$ cat config.mk
export PLATFORM = sky130hd
export DESIGN_NAME = vector_seq
export DESIGN_NICKNAME = d
export VERILOG_FILES = /design/src/rtl/vector_seq_pkg.sv /design/src/rtl/vector_seq.sv
export SDC_FILE = /design/constraint.sdc
export NUM_CORES = 1
export LEC_CHECK = 0
export CAP_MARGIN = 20
export CORE_UTILIZATION = 41
export CTS_CLUSTER_SIZE = 30
export DETAILED_ROUTE_END_ITERATION = 8
export GPL_ROUTABILITY_DRIVEN = 0
export PLACE_DENSITY = 0.89
export SYNTH_ARGS = -nofsm -noshare
export SYNTH_HDL_FRONTEND = slang
export SYNTH_SLANG_ARGS = --single-unit
$ cat constraint.sdc
create_clock -name clock -period 1.38 [get_ports clock]
set_input_delay 0.207 -clock clock [delete_from_list [all_inputs] [get_ports clock]]
set_output_delay 0.207 -clock clock [all_outputs]
set_load 0.02 [all_outputs]
$ cat src/rtl/vector_seq_pkg.sv
// ---------------------------------------------------------------------------
// vector_seq_pkg
// Shared definitions for the vector sequencer: FSM state encoding, operation
// codes and the memory write-data select value that picks R1 instead of an
// X1 byte.
// ---------------------------------------------------------------------------
package vector_seq_pkg;

    // Sequencer states. The element loops (RD/CAP and WR) are walked with a
    // separate 2-bit element index rather than unrolled states.
    typedef enum logic [3:0] {
        S_IDLE = 4'd0,
        S_BASE = 4'd1,
        S_XLD  = 4'd2,
        S_RD   = 4'd3,
        S_CAP  = 4'd4,
        S_WR   = 4'd5,
        S_TADD = 4'd6,
        S_VWR  = 4'd7,
        S_FIN  = 4'd8
    } state_t;

    localparam logic [1:0] OP_VLOAD  = 2'b00;
    localparam logic [1:0] OP_VSTORE = 2'b01;
    localparam logic [1:0] OP_VADD   = 2'b10;
    localparam logic [1:0] OP_ILL    = 2'b11;

    // MemIn 0..3 select X1 bytes [31:24]..[7:0]; 4 selects R1 (idle default).
    localparam logic [2:0] MEMIN_R1 = 3'd4;

    // Index of the last vector element (4 elements of 8 bits).
    localparam logic [1:0] K_LAST = 2'd3;

endpackage

$ cat src/rtl/vector_seq.sv
// ---------------------------------------------------------------------------
// vector_seq
// Control sequencer for a 4 x 8-bit vector unit. Walks VLOAD, VSTORE and
// VADD through the datapath by driving register loads, mux selects and
// memory strobes. All outputs are decoded from the registered state, element
// index and latched op only, so start/op never reach an output
// combinationally.
//
// Ports
//   clock     in   rising-edge clock
//   reset     in   asynchronous active-low reset
//   start     in   operation request, sampled only in IDLE
//   op        in   2-bit op code (VLOAD/VSTORE/VADD/illegal)
//   busy      out  high in every state except IDLE
//   done      out  one-cycle completion pulse
//   err       out  pulses together with done for an illegal op
//   R2Sel     out  R2 source: 0 = RF port 2, 1 = increment
//   R2Ld      out  R2 load enable
//   MemIn     out  memory write-data select (0..3 = X1 byte, 4 = R1)
//   MemRead   out  data-memory read strobe (address from R2)
//   MemWrite  out  data-memory write strobe (address from R2)
//   X1Load    out  X1 source-vector latch enable
//   X2Load    out  X2 source-vector latch enable
//   VoutSel   out  T-register mux: 0 = adders, 1 = memory
//   TLd       out  per-element T register load (bit k loads Tk)
//   VRFWrite  out  vector register file write enable
//   dbg_state out  current FSM state encoding (observation only)
// ---------------------------------------------------------------------------
module vector_seq
    import vector_seq_pkg::*;
(
    input  logic       clock,
    input  logic       reset,
    input  logic       start,
    input  logic [1:0] op,
    output logic       busy,
    output logic       done,
    output logic       err,
    output logic       R2Sel,
    output logic       R2Ld,
    output logic [2:0] MemIn,
    output logic       MemRead,
    output logic       MemWrite,
    output logic       X1Load,
    output logic       X2Load,
    output logic       VoutSel,
    output logic [3:0] TLd,
    output logic       VRFWrite,
    output logic [3:0] dbg_state
);

    state_t     r_state;
    logic [1:0] r_k;
    logic [1:0] r_op;

    state_t     w_next_state;
    logic [1:0] w_next_k;

    // Registered state. The op is captured on the accepting edge so that op
    // changes while busy have no effect on the running sequence.
    always_ff @(posedge clock or negedge reset) begin
        if (!reset) begin
            r_state <= S_IDLE;
            r_k     <= 2'd0;
            r_op    <= OP_VLOAD;
        end else begin
            r_state <= w_next_state;
            r_k     <= w_next_k;
            if (r_state == S_IDLE && start) begin
                r_op <= op;
            end
        end
    end

    // Next-state and output decode. Outputs depend only on r_state, r_k and
    // r_op; start/op only steer the next state out of IDLE.
    always_comb begin
        w_next_state = r_state;
        w_next_k     = r_k;
        busy         = (r_state != S_IDLE);
        done         = 1'b0;
        err          = 1'b0;
        R2Sel        = 1'b0;
        R2Ld         = 1'b0;
        MemIn        = MEMIN_R1;
        MemRead      = 1'b0;
        MemWrite     = 1'b0;
        X1Load       = 1'b0;
        X2Load       = 1'b0;
        VoutSel      = 1'b0;
        TLd          = 4'b0000;
        VRFWrite     = 1'b0;

        case (r_state)
            S_IDLE: begin
                if (start) begin
                    w_next_k = 2'd0;
                    case (op)
                        OP_VLOAD,
                        OP_VSTORE: w_next_state = S_BASE;
                        OP_VADD:   w_next_state = S_XLD;
                        default:   w_next_state = S_FIN;
                    endcase
                end
            end

            // Load R2 with the base address from the register file.
            S_BASE: begin
                R2Ld         = 1'b1;
                R2Sel        = 1'b0;
                w_next_state = (r_op == OP_VLOAD) ? S_RD : S_XLD;
            end

            // VSTORE needs only X1; VADD latches both source vectors.
            S_XLD: begin
                X1Load = 1'b1;
                if (r_op == OP_VADD) begin
                    X2Load       = 1'b1;
                    w_next_state = S_TADD;
                end else begin
                    w_next_state = S_WR;
                end
            end

            // Memory returns data one cycle after the read strobe, so the
            // capture into Tk happens in the following CAP state.
            S_RD: begin
                MemRead      = 1'b1;
                w_next_state = S_CAP;
            end

            S_CAP: begin
                VoutSel = 1'b1;
                TLd     = 4'b0001 << r_k;
                R2Ld    = 1'b1;
                R2Sel   = 1'b1;
                if (r_k == K_LAST) begin
                    w_next_k     = 2'd0;
                    w_next_state = S_VWR;
                end else begin
                    w_next_k     = r_k + 2'd1;
                    w_next_state = S_RD;
                end
            end

            S_WR: begin
                MemWrite = 1'b1;
                MemIn    = {1'b0, r_k};
                R2Ld     = 1'b1;
                R2Sel    = 1'b1;
                if (r_k == K_LAST) begin
                    w_next_k     = 2'd0;
                    w_next_state = S_FIN;
                end else begin
                    w_next_k     = r_k + 2'd1;
                end
            end

            // All four byte adders load at once; carries out are dropped.
            S_TADD: begin
                TLd          = 4'b1111;
                VoutSel      = 1'b0;
                w_next_state = S_VWR;
            end

            S_VWR: begin
                VRFWrite     = 1'b1;
                w_next_state = S_FIN;
            end

            S_FIN: begin
                done         = 1'b1;
                err          = (r_op == OP_ILL);
                w_next_state = S_IDLE;
            end

            default: begin
                w_next_state = S_IDLE;
                w_next_k     = 2'd0;
            end
        endcase
    end

    assign dbg_state = r_state;

endmodule

==> qor.csv, run 1 <==
metric,value,unit
ys_top_cells_by_area,"dfrtp_1, nor2_1, ha_1, o21a_1, nor3_1",
worstEpCategory,primary output,
synth_area_per_cell,7.91,um2
die_height,42.0,um
synthCells,83,
portBuffers,26,
worst_endpoint,MemIn[1],
h-tree-depth,1,
dp_hpwl,1.74,mm
yosys.area.top_type_share,30.5,%
status,did not finish,
pin_count,27,
async_flop_share,100,%
die_w,42.0,um
post-place-ws,-0.438,ns
error_line,"[ERROR DPL-0038] Utilization greater than 100%, impossible to legalize",
ctsHoldBuffers,0,
synthTopCellsByCount,"nor2_1, dfrtp_1, nand2_1, nor3_1",
yosys.area.top_type,dfrtp_1,
cts-root-buf,clkbuf_4,
syn_area,657,um2
clkSinkCount,8,
synth_seq_cells,8,
initial_core_util,43.6,%
clock_path_buffers,2,
stop_stage,global routing (5_1_grt),
yosys_warnings,0,
rows,14,
grt_max_degree,9,
synth_most_common_cell,nor2_1,
synth_seq_area_share,30.5,%
yosys.cell_types.count,26,
synth_flop_cell,dfrtp_1,
cts_buffers,3,
syn-num-nets,92,
post_dp_cell_area,1160,um2
synth-edff-count,0,
through the flow:
step	hold WS (ns)	util, %	cells
after floorplan	-0.0886	-	83
after global placement	0.503	77.2	145
after detailed placement	0.512	77.2	145
after CTS	0.226	92.3	160
cells by family after synthesis:
kind of cell / after synthesis / synth area share [%]
buffers and inverters: 10 / 7.43
and+or+nand+nor: 42 / 33.3
AOI/OAI and AO/OA: 17 / 17.7
DFF: 8 / 30.5
muxes: 2 / 3.43
adders and majority gates: 4 / 7.62
repair_timing:
action	in CTS
pin swaps	13
endpoints found under the setup margin	25
gates resized for setup	152
setup buffers	11
==> run 2: changes to the inputs <==
--- a/config.mk
+++ b/config.mk
@@ -6,11 +6,11 @@
 export NUM_CORES = 1
 export LEC_CHECK = 0
 export CAP_MARGIN = 20
-export CORE_UTILIZATION = 41
-export CTS_CLUSTER_SIZE = 30
+export CORE_AREA = 2 2 63 65
 export DETAILED_ROUTE_END_ITERATION = 8
+export DIE_AREA = 0 0 65 67
 export GPL_ROUTABILITY_DRIVEN = 0
-export PLACE_DENSITY = 0.89
+export PLACE_DENSITY_LB_ADDON = 0.15
 export SYNTH_ARGS = -nofsm -noshare
 export SYNTH_HDL_FRONTEND = slang
 export SYNTH_SLANG_ARGS = --single-unit
==> run 2 against run 1 <==
Compared with the run above:
- the flow now finishes, with violations (setup timing)
- area after synthesis did not move
- synthesized cell count did not move
==> qor.csv, run 2 <==
metric,value,unit,change
status,"finished, violations left",,was did not finish
violations,setup timing,,
crit_fanout,6,,
path_depth,3,,
ys_top_cells_by_area,"dfrtp_1, nor2_1, ha_1, o21a_1, nor3_1",,unchanged
pin_count,27,,unchanged
portBuffers,26,,unchanged
fmax,0.624,GHz,
cpPeakStageDelay,0.49,ns,
worst_slack,-0.223,ns,
synth_most_common_cell,nor2_1,,unchanged
worstSetupStartpointType,register,,
synth_seq_cells,8,,unchanged
synth_area_per_cell,7.91,um2,unchanged
crit_buf_inv,1,,
p_leak,0.708,nW,
ctsHoldBuffers,0,,unchanged
final_common_cell,buf_6,,
slew_violations,0,,
grt_use_met2,21.3,%,
grt_pass1_wl,4.01,mm,
yosys.area.top_type,dfrtp_1,,unchanged
routed_wl,2.43,mm,
synth_seq_area_share,30.5,%,unchanged
p_per_area,2510,nW/um2,
finalSetupViolCount,21,,
syn-num-nets,92,,unchanged
globalRouteMet3Util,1.01,%,
num_vias,838,,
drive_gt1_share,70.0,%,
syn_area,657,um2,unchanged
num-fill-cells,356,,
grt_max_degree,14,,
cts-root-buf,clkbuf_8,,was clkbuf_4
async_flop_share,100,%,unchanged
maxCapViolCount,0,,
slew_headroom,71.2,%,
min_period_over_period,116,%,
core_area,3610,um2,
holdCritPathClass,input port to async pin,,
path_clk_slew,0.05,ns,
largest_reg_flops,4,,
antenna_found_initial,0,,
crit_family,simple AND/OR/NAND/NOR gates,,
cts_tree,yes,,
tightest_slew,0.430,ns,
rsz0062_at_grt,true,,
yosys_warnings,0,,unchanged
tns,-2.68,ns,
yosys.area.top_type_share,30.5,%,unchanged
vdd_drop_max,0.551,mV,
synth-edff-count,0,,unchanged
yosys.cell_types.count,26,,unchanged
end_kind,output pin,,
fin_util,44.6,%,
cp_data_required_time,1.17,ns,
min_period,1.60,ns,
critical_path_class,register to output pin,,
cts_buffers,3,,unchanged
synthTopCellsByCount,"nor2_1, dfrtp_1, nand2_1, nor3_1",,unchanged
clock_path_buffers,2,,unchanged
grt_pass1_vias,848,,
via_per_inst,4.23,,
gr-max-usage-layer,met2,,
die-area,4360,um2,
dp_hpwl,1.73,mm,was 1.74 mm
nets,160,,
gr-total-overflow,0,,
die_w,65,um,was 42.0 um
clock_latency,0.24,ns,
clkSinkCount,8,,unchanged
cpMaxStageDelayCell,dfrtp_2,,
worst-endpoint-arrival,1.40,ns,
hold_viol,0,,
grt_use_met1,14.8,%,
area_growth,145,%,
route.detailed.drc,0,,
crit_chain,"nor4b_4, and3_4, buf_6",,
ant_nets,0,,
drt_iter0_markers,22,,
wire_per_inst,12.3,um,
rr_worst_depth,6,,
grt_use_total,12.3,%,
synthCells,83,,unchanged
dr.pass1.iters,4,,
synth_flop_cell,dfrtp_1,,unchanged
die_height,67,um,was 42.0 um
h-tree-depth,1,,unchanged
final.setup_skew,0.00827,ns,
num_antenna_cells,0,,
rows,22,,was 14
layout_common_cells,"buf_6, buf_4, nor2_4",,
initial_core_util,18.2,%,was 43.6%
run 2: cell counts after synthesis:
No cell type changed its count.
run 2: power breakdown:
group / internal [mW] / total (mW) / switching, mW / leakage [nW]
combinational: 1.72 / 3.21 / 1.49 / 0.588
sequential: 0.354 / 0.527 / 0.173 / 0.0967
clock: 0.201 / 0.305 / 0.104 / 0.0228
run 2: metal layers:
layer,wire length (um),vias up
met5,0,-
met4,61,0
met3,45,4
met2,1260,18
met1,1070,394
li1,-,422
run 2: path summary, 6_finish.rpt:
kind | from | end | slack (ns)
setup / recovery | dbg_state[0] | err | -0.22
hold / removal | reset | r_k[0] | 0.28
setup reg to reg | dbg_state[2] | dbg_state[1] | -0.18
hold reg to reg | r_k[1] | r_k[1] | 0.60
max in group asynchronous | reset | dbg_state[3] | 0.77
min in group clock | r_k[1] | r_k[1] | 0.60
run 2: metrics by stage:
stage	cells	hold WS [ns]	power [mW]	setup slack, ns	instance area, um2
after floorplan	83	-0.0886	1.72	-0.210	731
after global placement	179	0.536	2.75	-0.440	1220
after detailed placement	179	0.541	2.74	-0.442	1220
after CTS	197	0.289	3.72	-0.250	1500
after global routing	198	0.295	4.31	-0.273	1610
final	198	0.279	4.04	-0.223	1610
run 2: cell type report:
class	count	area, um2	share of cell area [%]
multi-input combinational	65	594	37.0
inverter	5	30.0	1.87
tap	48	60.1	3.74
timing repair buffer	68	674	41.9
sequential	8	204	12.7
clock buffer	4	45.0	2.80
run 2: logic make-up (layout without fill, tap and decap cells):
family / count (synthesis) / after routing / synth area share (%)
AND/OR/NAND/NOR: 42 / 42 / 33.3
multiplexers: 2 / 2 / 3.43
adder cells (fa/ha/maj): 4 / 4 / 7.62
buffers and inverters: 10 / 77 / 7.43
flip-flops: 8 / 8 / 30.5
AO/OA/AOI/OAI: 17 / 17 / 17.7
run 2: worst reg2reg max path, stage by stage, from the launching register on:
cell	delay, ns
dfrtp_2	0.48
buf_4	0.17
buf_6	0.13
or3_1	0.36
a21oi_2	0.15
nor2_1	0.05
o21a_1	0.10
run 2: repair_timing:
| item | CTS | global route |
|---|---|---|
| endpoints found under the setup margin | 27 | 28 |
| cloned | 0 | 0 |
| resized for setup | 152 | 30 |
| pin swaps | 12 | 21 |
| setup buffers | 14 | 3 |
No activity file was read; power rests on OpenSTA's default activity.
